[src/rtl/debug_unit_pkg.sv]
// Shared definitions for the MIPS debug unit (transmit and receive sides).
// Contents: FSM state encoding, dump section encoding, frame header byte.
package debug_unit_pkg;

  typedef enum logic [2:0] {
    StIdle  = 3'd0,
    StLoad  = 3'd1,
    StLatch = 3'd2,
    StSend  = 3'd3,
    StWait  = 3'd4,
    StDone  = 3'd5
  } state_e;

  typedef enum logic [2:0] {
    SecHeader = 3'd0,
    SecPc     = 3'd1,
    SecCycles = 3'd2,
    SecRegs   = 3'd3,
    SecMem    = 3'd4
  } section_e;

  // First byte of every dump; the host resynchronizes on it.
  localparam logic [7:0] HeaderByte = 8'hA5;

endpackage

[src/rtl/debug_word_serializer.sv]
// Word-to-byte serializer for the debug dump: holds one word and presents it
// MSB byte first.
// Ports:
//   clk_i, rst_i  clock, async active-high reset
//   load_i        load data_i into the buffer and clear the byte index
//   data_i        word to serialize
//   shift_i       advance to the next byte (shift left by one byte)
//   byte_o        current byte (buffer MSBs)
//   byte_idx_o    index of the current byte within the word
module debug_word_serializer #(
  parameter int unsigned N_BITS      = 8,
  parameter int unsigned N_BITS_WORD = 32
) (
  input  logic                   clk_i,
  input  logic                   rst_i,
  input  logic                   load_i,
  input  logic [N_BITS_WORD-1:0] data_i,
  input  logic                   shift_i,
  output logic [N_BITS-1:0]      byte_o,
  output logic [1:0]             byte_idx_o
);

  logic [N_BITS_WORD-1:0] buf_q, buf_d;
  logic [1:0]             idx_q, idx_d;

  always_comb begin
    buf_d = buf_q;
    idx_d = idx_q;
    if (load_i) begin
      buf_d = data_i;
      idx_d = '0;
    end else if (shift_i) begin
      buf_d = buf_q << N_BITS;
      idx_d = idx_q + 2'd1;
    end
  end

  always_ff @(posedge clk_i or posedge rst_i) begin
    if (rst_i) begin
      buf_q <= '0;
      idx_q <= '0;
    end else begin
      buf_q <= buf_d;
      idx_q <= idx_d;
    end
  end

  assign byte_o     = buf_q[N_BITS_WORD-1 -: N_BITS];
  assign byte_idx_o = idx_q;

endmodule

[src/rtl/debug_unit_send.sv]
// Transmit half of the MIPS debug unit. On i_send_start it streams a state
// dump over the UART TX: header 0xA5, PC, cycle count, R0..R31 and
// MEM[0..N_MEM_WORDS-1], every word MSB byte first.
// Ports:
//   i_clock, i_reset        clock, async active-high reset
//   i_send_start            one-cycle dump request (ignored while busy)
//   i_pc, i_cycle_count     sampled when their word is latched
//   o_reg_addr/i_reg_data   register-file debug port (1-cycle read latency)
//   o_mem_addr/i_mem_data   data-memory debug port (1-cycle read latency)
//   o_tx_data/o_tx_start    byte and load strobe to the UART TX
//   i_tx_done               UART TX finished the current byte
//   o_busy, o_send_done     status; o_send_done pulses after the last byte
//   o_state                 current FSM state
module debug_unit_send
  import debug_unit_pkg::*;
#(
  parameter int unsigned N_BITS          = 8,
  parameter int unsigned N_BITS_WORD     = 32,
  parameter int unsigned N_BITS_REG      = 5,
  parameter int unsigned N_BITS_MEM_ADDR = 5,
  parameter int unsigned N_MEM_WORDS     = 32,
  parameter int unsigned NB_STATE        = 3
) (
  input  logic                       i_clock,
  input  logic                       i_reset,
  input  logic                       i_send_start,
  input  logic [N_BITS_WORD-1:0]     i_pc,
  input  logic [N_BITS_WORD-1:0]     i_cycle_count,
  output logic [N_BITS_REG-1:0]      o_reg_addr,
  input  logic [N_BITS_WORD-1:0]     i_reg_data,
  output logic [N_BITS_MEM_ADDR-1:0] o_mem_addr,
  input  logic [N_BITS_WORD-1:0]     i_mem_data,
  output logic [N_BITS-1:0]          o_tx_data,
  output logic                       o_tx_start,
  input  logic                       i_tx_done,
  output logic                       o_busy,
  output logic                       o_send_done,
  output logic [NB_STATE-1:0]        o_state
);

  localparam int unsigned BytesPerWord = N_BITS_WORD / N_BITS;
  localparam int unsigned IdxW = (N_BITS_REG > N_BITS_MEM_ADDR) ? N_BITS_REG : N_BITS_MEM_ADDR;
  localparam logic [IdxW-1:0] LastReg  = IdxW'((2 ** N_BITS_REG) - 1);
  localparam logic [IdxW-1:0] LastMem  = IdxW'(N_MEM_WORDS - 1);
  localparam logic [1:0]      LastByte = 2'(BytesPerWord - 1);

  state_e          state_q, state_d;
  section_e        section_q, section_d;
  logic [IdxW-1:0] word_idx_q, word_idx_d;

  logic                   ser_load, ser_shift;
  logic [N_BITS_WORD-1:0] latch_data;
  logic [1:0]             byte_idx;
  logic                   word_last_byte, frame_last_word;

  // Source of the word captured in LATCH; the read ports were addressed in LOAD.
  always_comb begin
    latch_data = '0;
    unique case (section_q)
      SecHeader: latch_data = {HeaderByte, {(N_BITS_WORD - 8){1'b0}}};
      SecPc:     latch_data = i_pc;
      SecCycles: latch_data = i_cycle_count;
      SecRegs:   latch_data = i_reg_data;
      SecMem:    latch_data = i_mem_data;
      default:   latch_data = '0;
    endcase
  end

  assign word_last_byte  = (section_q == SecHeader) || (byte_idx == LastByte);
  assign frame_last_word = (section_q == SecMem) && (word_idx_q == LastMem);

  always_comb begin
    state_d    = state_q;
    section_d  = section_q;
    word_idx_d = word_idx_q;
    ser_load   = 1'b0;
    ser_shift  = 1'b0;
    unique case (state_q)
      StIdle: begin
        if (i_send_start) begin
          state_d    = StLoad;
          section_d  = SecHeader;
          word_idx_d = '0;
        end
      end
      StLoad:  state_d = StLatch;
      StLatch: begin
        ser_load = 1'b1;
        state_d  = StSend;
      end
      StSend:  state_d = StWait;
      StWait: begin
        if (i_tx_done) begin
          if (!word_last_byte) begin
            ser_shift = 1'b1;
            state_d   = StSend;
          end else if (frame_last_word) begin
            state_d = StDone;
          end else begin
            state_d = StLoad;
            unique case (section_q)
              SecHeader: section_d = SecPc;
              SecPc:     section_d = SecCycles;
              SecCycles: begin
                section_d  = SecRegs;
                word_idx_d = '0;
              end
              SecRegs: begin
                if (word_idx_q == LastReg) begin
                  section_d  = SecMem;
                  word_idx_d = '0;
                end else begin
                  word_idx_d = word_idx_q + 1'b1;
                end
              end
              SecMem:  word_idx_d = word_idx_q + 1'b1;
              default: section_d = SecHeader;
            endcase
          end
        end
      end
      StDone: begin
        // Park on HEADER so both address outputs return to 0 between frames.
        state_d    = StIdle;
        section_d  = SecHeader;
        word_idx_d = '0;
      end
      default: state_d = StIdle;
    endcase
  end

  always_ff @(posedge i_clock or posedge i_reset) begin
    if (i_reset) begin
      state_q    <= StIdle;
      section_q  <= SecHeader;
      word_idx_q <= '0;
    end else begin
      state_q    <= state_d;
      section_q  <= section_d;
      word_idx_q <= word_idx_d;
    end
  end

  debug_word_serializer #(
    .N_BITS      (N_BITS),
    .N_BITS_WORD (N_BITS_WORD)
  ) u_serializer (
    .clk_i      (i_clock),
    .rst_i      (i_reset),
    .load_i     (ser_load),
    .data_i     (latch_data),
    .shift_i    (ser_shift),
    .byte_o     (o_tx_data),
    .byte_idx_o (byte_idx)
  );

  assign o_reg_addr  = (section_q == SecRegs) ? word_idx_q[N_BITS_REG-1:0] : '0;
  assign o_mem_addr  = (section_q == SecMem) ? word_idx_q[N_BITS_MEM_ADDR-1:0] : '0;
  assign o_tx_start  = (state_q == StSend);
  assign o_busy      = (state_q != StIdle);
  assign o_send_done = (state_q == StDone);
  assign o_state     = NB_STATE'(state_q);

endmodule

[config.mk]
export PLATFORM = sky130hd
export DESIGN_NAME = debug_unit_send
export DESIGN_NICKNAME = d
export VERILOG_FILES = /design/src/rtl/debug_unit_pkg.sv /design/src/rtl/debug_word_serializer.sv /design/src/rtl/debug_unit_send.sv
export SDC_FILE = /design/constraint.sdc
export NUM_CORES = 1
export LEC_CHECK = 0
export CAP_MARGIN = 30
export CORE_ASPECT_RATIO = 0.8
export CORE_UTILIZATION = 42
export DETAILED_ROUTE_END_ITERATION = 16
export PLACE_DENSITY = 0.78
export SYNTH_ARGS = -nofsm -noshare
export SYNTH_HDL_FRONTEND = slang
export SYNTH_SLANG_ARGS = --single-unit
[constraint.sdc]
create_clock -name i_clock -period 2.6 [get_ports i_clock]
set_input_delay 0.26 -clock i_clock [delete_from_list [all_inputs] [get_ports i_clock]]
set_output_delay 0.26 -clock i_clock [all_outputs]
set_load 0.03 [all_outputs]
==> impl_metrics.env, run 1 <==
export IMPL_yosys_warnings=0
export IMPL_globalRouteTotalUtil_pct=25.7
export IMPL_grt_antenna_before_repair=0
export IMPL_placementRows=28
export IMPL_antenna_diode_count=0
export IMPL_detail_route_iter0_violations=156
export IMPL_multiInputGateArea_um2=1910
export IMPL_yosys_area_top_type="dfrtp_1"
export IMPL_post_synth_inst_count=403
export IMPL_fillerInstances=661
export IMPL_synth_seq_cells=45
export IMPL_rr_startpoint="word_idx_q[0]"
export IMPL_yosys_top_cells_count="nor2_1 (58), o21ai_0 (52), dfrtp_1 (45)"
export IMPL_clock_tree_htree_level_count=2
export IMPL_detail_route_drc_violations=0
export IMPL_yosys_top_cells_area="dfrtp_1 (34%), o21ai_0 (7.8%), nor2_1 (6.6%), a22o_1 (5.8%), a22oi_1 (4.5%)"
export IMPL_route_vias_total=3597
export IMPL_post_synth_num_cell_types=53
export IMPL_yosysMostFrequentCell="nor2_1"
export IMPL_placed_cells=635
export IMPL_fin_nets=672
export IMPL_finalWorstPathRequiredPeriod_ns=2.37
export IMPL_area_growth_syn_to_layout_pct=49.8
export IMPL_crit_arrival_ns=2.62
export IMPL_grt_pass1_wl_um=16400
export IMPL_normalized_max_slew_margin_pct=51.8
export IMPL_synth_seq_area_share_pct=33.9
export IMPL_synth_flop_cell="dfrtp_1"
export IMPL_drt_pass1_iterations=5
export IMPL_tritoncts_clock_tree="yes"
export IMPL_reg2regPathDepth=8
export IMPL_dieWidth_um=101
export IMPL_status="complete, no violations"
export IMPL_ctsLongestPathBuffers=2
export IMPL_critPathLaunchType="flip-flop"
export IMPL_worst_r2r_endpoint="word_idx_q[0]"
export IMPL_ios=156
export IMPL_path_buf_inv=0
export IMPL_number_of_buffers_added_to_fix_hold_violations_after_cts=0
export IMPL_synthesized_netlist_net_count=538
export IMPL_drt_vias_per_instance=5.59
export IMPL_sequential_cell_area_um2=1130
export IMPL_cts_resized=0
export IMPL_fin_skew_ns=0.0134
export IMPL_path_cells="ha_1, and3_1, ha_1, or4b_1, a21oi_2, o21ai_2, nor4_1, a21o_1"
export IMPL_static_leakage_power_nw=2.01
export IMPL_detail_route_wirelength_um=10600
export IMPL_final_period_utilization_pct=91.3
export IMPL_kind_of_end_point_of_the_critical_path="flip-flop"
export IMPL_clkSlewWorstSetupHoldPaths_ns=0.09
export IMPL_achievable_frequency_mhz=421
export IMPL_rsz_0062_raised_after_global_routing="no"
export IMPL_initial_core_util_pct=44.1
export IMPL_path_max_fanout=6
export IMPL_report_final_setup_viol=0
export IMPL_synth_edf_count=0
export IMPL_post_drt_wl_per_cell_um=16.5
export IMPL_final_hold_viol_count=0
export IMPL_r2r_slack_ns=0.23
export IMPL_vdd_ir_drop_max_mv=0.397
export IMPL_async_reset_ff_share_pct=100
export IMPL_worst_slew_pin_transition_ns=0.721
export IMPL_grt_remaining_overflow=0
export IMPL_final_instance_count_excl_fill=643
export IMPL_synth_avg_cell_area_um2=8.24
export IMPL_hold_class="in -> async"
export IMPL_synth_area_um2=3320
export IMPL_cts_sinks=45
export IMPL_finalWeightedCongestion=0.827
export IMPL_cts_setup_buffers=0
export IMPL_post_dp_hpwl_um=7910
export IMPL_synth_largest_type_area_fraction_pct=33.9
export IMPL_max_cap_violations=0
export IMPL_holdWs_ns=0.229
export IMPL_cts_buffers_inserted=5
export IMPL_clk_latency_ns=0.31
export IMPL_power_density_nw_per_um2=826
export IMPL_cp_slowest_cell="or4b_1"
export IMPL_die_area_um2=8270
export IMPL_pin_count_of_the_biggest_net_entering_global_routing=37
export IMPL_first_global_vias=3353
export IMPL_port_buffer_count=155
export IMPL_slowest_delay_ns=0.49
export IMPL_die_span_y_um=81.5
export IMPL_final_layout_setup_total_negative_slack_ns=0
export IMPL_detail_route_antenna_nets=0
export IMPL_master_cell_of_the_clock_root_buffer="clkbuf_8"
export IMPL_crit_path_frequent_cell="ha_1"
export IMPL_path_class="reg -> reg"
export IMPL_floorplan_core_area_um2=7530
export IMPL_timing_critical_path_max_delay_family="simple AND/OR/NAND/NOR gates"
export IMPL_final_layout_size_suffix_gt1_share_pct=9.85
export IMPL_worst_ep_required_time_ns=2.85
export IMPL_final_max_slew_violation_count=0
## layout by cell type (no fill, tap or decap), types with 4 or more instances in the layout
| cell | instances |
|---|---|
| a22oi_1 | 20 |
| o21ai_1 | 4 |
| clkbuf_8 | 5 |
| nand3_1 | 6 |
| buf_4 | 19 |
| inv_1 | 7 |
| nor2_1 | 58 |
| mux2i_1 | 10 |
| and3_1 | 7 |
| mux2_2 | 6 |
| a21oi_1 | 29 |
| clkdlybuf4s50_1 | 150 |
| o21ai_0 | 52 |
| nand2b_1 | 7 |
| and2_1 | 8 |
| nand2_1 | 21 |
| a221oi_1 | 9 |
| dfrtp_1 | 45 |
| a22o_1 | 22 |
## final cells by class
type / count / share of cell area (%)
clock inverter: 3 / 0.453
sequential: 45 / 22.6
timing repair buffer: 171 / 33.9
multi-input combinational: 305 / 38.4
clock buffer: 5 / 1.38
tap: 105 / 2.64
inverter: 9 / 0.679
## per-layer routing
metal | up-vias | global-route usage, % | routed length [um]
li1 | 1714 | - | -
met4 | 0 | 6.67 | 105
met2 | 174 | 43.3 | 5020
met3 | 9 | 5.79 | 933
met5 | - | 0 | 0
met1 | 1700 | 33.4 | 4580
## cells by family (layout without fill, tap and decap cells)
kind of cell / Yosys count / in the layout / synth area share (%)
AOI/OAI and AO/OA: 159 / 159 / 32.1
and+or+nand+nor: 127 / 127 / 18.9
buffers and inverters: 53 / 188 / 8.89
DFF: 45 / 45 / 33.9
muxes: 16 / 16 / 5.05
adders and majority gates: 3 / 3 / 1.13
## state kept, by name, indices dropped and copies added, names as in the netlist
name and flops:
u_serializer.byte_idx_o 2, word_idx_q 5, o_state 3, u_serializer.buf_q 32, section_q 3
## report_power, final
part / internal (W) / switching, W / total [W]
Sequential: 0.000989 / 0.000245 / 0.00123
Combinational: 0.00107 / 0.00136 / 0.00243
Clock: 0.000191 / 0.000257 / 0.000448
## how the worst max path moves through the flow
stage | from | endpoint | cells after the start
2_1_floorplan | word_idx_q[0] | word_idx_q[0] | 8
3_3_place_gp | word_idx_q[0] | word_idx_q[0] | 8
3_5_place_dp | word_idx_q[0] | word_idx_q[0] | 8
4_1_cts | word_idx_q[0] | word_idx_q[0] | 8
5_1_grt | word_idx_q[0] | word_idx_q[0] | 8
6_report | word_idx_q[0] | word_idx_q[0] | 8
## per-stage QoR
stage	total power [W]	setup slack (ns)	cell area [um^2]	util, %
floorplan	0.00298	0.448	3320	-
global placement	0.00359	0.342	4880	64.8
detailed placement	0.00366	0.230	4880	64.8
CTS	0.00411	0.216	4970	66.0
global route	0.00441	0.0963	4970	66.0
finish	0.00411	0.227	4970	66.0
Power figures use the tool's default switching activity.
==> run 2, diff against run 1 <==
- PLACE_DENSITY: 0.78 -> 0.82
==> impl_metrics.env, run 2 (synthesized netlist as in run 1, its figures left out) <==
export IMPL_status="complete, no violations"
export IMPL_fin_skew_ns=0.0117
export IMPL_vdd_ir_drop_max_mv=0.400
export IMPL_cts_sinks=45
export IMPL_intPower_w=0.00226
export IMPL_floorplan_core_area_um2=7530
export IMPL_dieWidth_um=101
export IMPL_power_switching_w=0.00181
export IMPL_antenna_diode_count=0
export IMPL_worst_slew_pin_transition_ns=0.512
export IMPL_cp_slowest_cell="or4b_1"
export IMPL_power_density_nw_per_um2=824
export IMPL_placementRows=28
export IMPL_cts_resized=0
export IMPL_worst_ep_required_time_ns=2.84
export IMPL_critPathLaunchType="flip-flop"
export IMPL_die_span_y_um=81.5
export IMPL_grt_antenna_before_repair=0
export IMPL_cts_buffers_inserted=5
export IMPL_register_with_the_most_flip_flops="u_serializer.buf_q"
export IMPL_path_class="reg -> reg"
export IMPL_globalRouteTotalUtil_pct=26.1
export IMPL_hold_class="in -> async"
export IMPL_combPwrFrac_pct=58.5
export IMPL_clkSlewWorstSetupHoldPaths_ns=0.09
export IMPL_normalized_max_slew_margin_pct=65.9
export IMPL_power_share_sequential_pct=30.8
export IMPL_grt_pass1_wl_um=16700
export IMPL_final_hold_viol_count=0
export IMPL_crit_path_frequent_cell="ha_1"
export IMPL_die_area_um2=8270
export IMPL_detail_route_drc_violations=0
export IMPL_largest_register_ffs=32
export IMPL_max_cap_violations=0
export IMPL_first_global_vias=3494
export IMPL_placed_cells=635
export IMPL_slowest_delay_ns=0.50
export IMPL_clk_latency_ns=0.30
export IMPL_drt_vias_per_instance=5.55
export IMPL_report_final_setup_viol=0
export IMPL_grt_remaining_overflow=0
export IMPL_rsz_0062_raised_after_global_routing="no"
export IMPL_crit_arrival_ns=2.65
export IMPL_power_clock_fraction_pct=10.7
export IMPL_fin_nets=672
export IMPL_cts_setup_buffers=0
export IMPL_finalWorstPathRequiredPeriod_ns=2.40
export IMPL_detail_route_wirelength_um=10700
export IMPL_port_buffer_count=155
export IMPL_top_library_cells_by_usage_in_the_layout_fill_and_taps_aside="clkdlybuf4s50_1 (149), nor2_1 (58), o21ai_0 (52), dfrtp_1 (45), a21oi_1 (29)"
export IMPL_pin_count_of_the_biggest_net_entering_global_routing=33
export IMPL_area_growth_syn_to_layout_pct=48.8
export IMPL_kind_of_end_point_of_the_critical_path="flip-flop"
export IMPL_final_layout_setup_total_negative_slack_ns=0
export IMPL_route_vias_total=3563
export IMPL_fillerInstances=651
export IMPL_ctsLongestPathBuffers=2
export IMPL_most_common_cell_after_layout_fill_and_taps_aside="clkdlybuf4s50_1"
export IMPL_post_dp_hpwl_um=8160
export IMPL_clock_tree_htree_level_count=2
export IMPL_final_period_utilization_pct=92.4
export IMPL_master_cell_of_the_clock_root_buffer="clkbuf_8"
export IMPL_tritoncts_clock_tree="yes"
export IMPL_final_layout_size_suffix_gt1_share_pct=9.68
export IMPL_p_total_w=0.00407
export IMPL_path_max_fanout=6
export IMPL_initial_core_util_pct=44.1
export IMPL_detail_route_iter0_violations=226
export IMPL_power_switching_share_pct=44.5
export IMPL_largestRegisters="u_serializer.buf_q x32, word_idx_q x5"
export IMPL_final_instance_count_excl_fill=642
export IMPL_finalWeightedCongestion=0.866
export IMPL_final_max_slew_violation_count=0
export IMPL_holdWs_ns=0.240
export IMPL_achievable_frequency_mhz=416
export IMPL_static_leakage_power_nw=2.00
export IMPL_path_cells="ha_1, and3_1, ha_1, or4b_1, a21oi_2, o21ai_2, nor4_1, a21o_1"
export IMPL_ios=156
export IMPL_detail_route_antenna_nets=0
export IMPL_post_drt_wl_per_cell_um=16.7
export IMPL_number_of_buffers_added_to_fix_hold_violations_after_cts=0
export IMPL_drt_pass1_iterations=4
## run 2: power by group through the flow
stage	registers (W)	logic, W	clock network, W
after global placement	0.00125	0.00229	0
after detailed placement	0.00127	0.00238	0
after global routing	0.00129	0.00261	0.000471
after floorplan	0.00116	0.00182	0
final	0.00126	0.00238	0.000434
after CTS	0.00125	0.00239	0.000444
## run 2: critical path: cells and delay by family, from the launching register on
kind                     cells  cell delay, ns
flip-flops                   1            0.43
AND/OR/NAND/NOR              3            0.95
AO/OA/AOI/OAI                3            0.50
adder cells (fa/ha/maj)      2            0.46
## run 2: final cells by class
cell class / count / area [um^2] / area share, %
inverter: 9 / 33.8 / 0.684
sequential: 45 / 1130 / 22.8
multi-input combinational: 305 / 1910 / 38.6
tap: 105 / 131 / 2.66
clock buffer: 7 / 86.3 / 1.75
timing repair buffer: 171 / 1660 / 33.5
## run 2: path summary, 6_finish.rpt
kind,from,endpoint,slack (ns),depth (start not counted)
hold reg to reg,u_serializer.buf_q[14],u_serializer.buf_q[14],0.50,2
setup reg to reg,word_idx_q[0],word_idx_q[0],0.20,8
hold / removal,i_reset,u_serializer.buf_q[19],0.24,2
min in group i_clock,u_serializer.buf_q[14],u_serializer.buf_q[14],0.50,2
setup / recovery,word_idx_q[0],word_idx_q[0],0.20,8
max in group asynchronous,i_reset,u_serializer.buf_q[7],1.82,3
## run 2: through the flow
stage	instance area, um^2	util, %	worst slack [ns]
5_1_grt	4940	65.6	0.104
3_5_place_dp	4860	64.5	0.243
2_1_floorplan	3320	-	0.448
4_1_cts	4940	65.6	0.222
3_3_place_gp	4850	64.4	0.343
6_report	4940	65.6	0.197
## run 2: routing by layer
| layer | vias up | wire length (um) | track usage (%) |
|---|---|---|---|
| li1 | 1721 | - | - |
| met1 | 1691 | 4490 | 32.4 |
| met2 | 138 | 5210 | 45.7 |
| met3 | 13 | 890 | 5.70 |
| met4 | 0 | 146 | 7.68 |
| met5 | - | 0 | 0 |
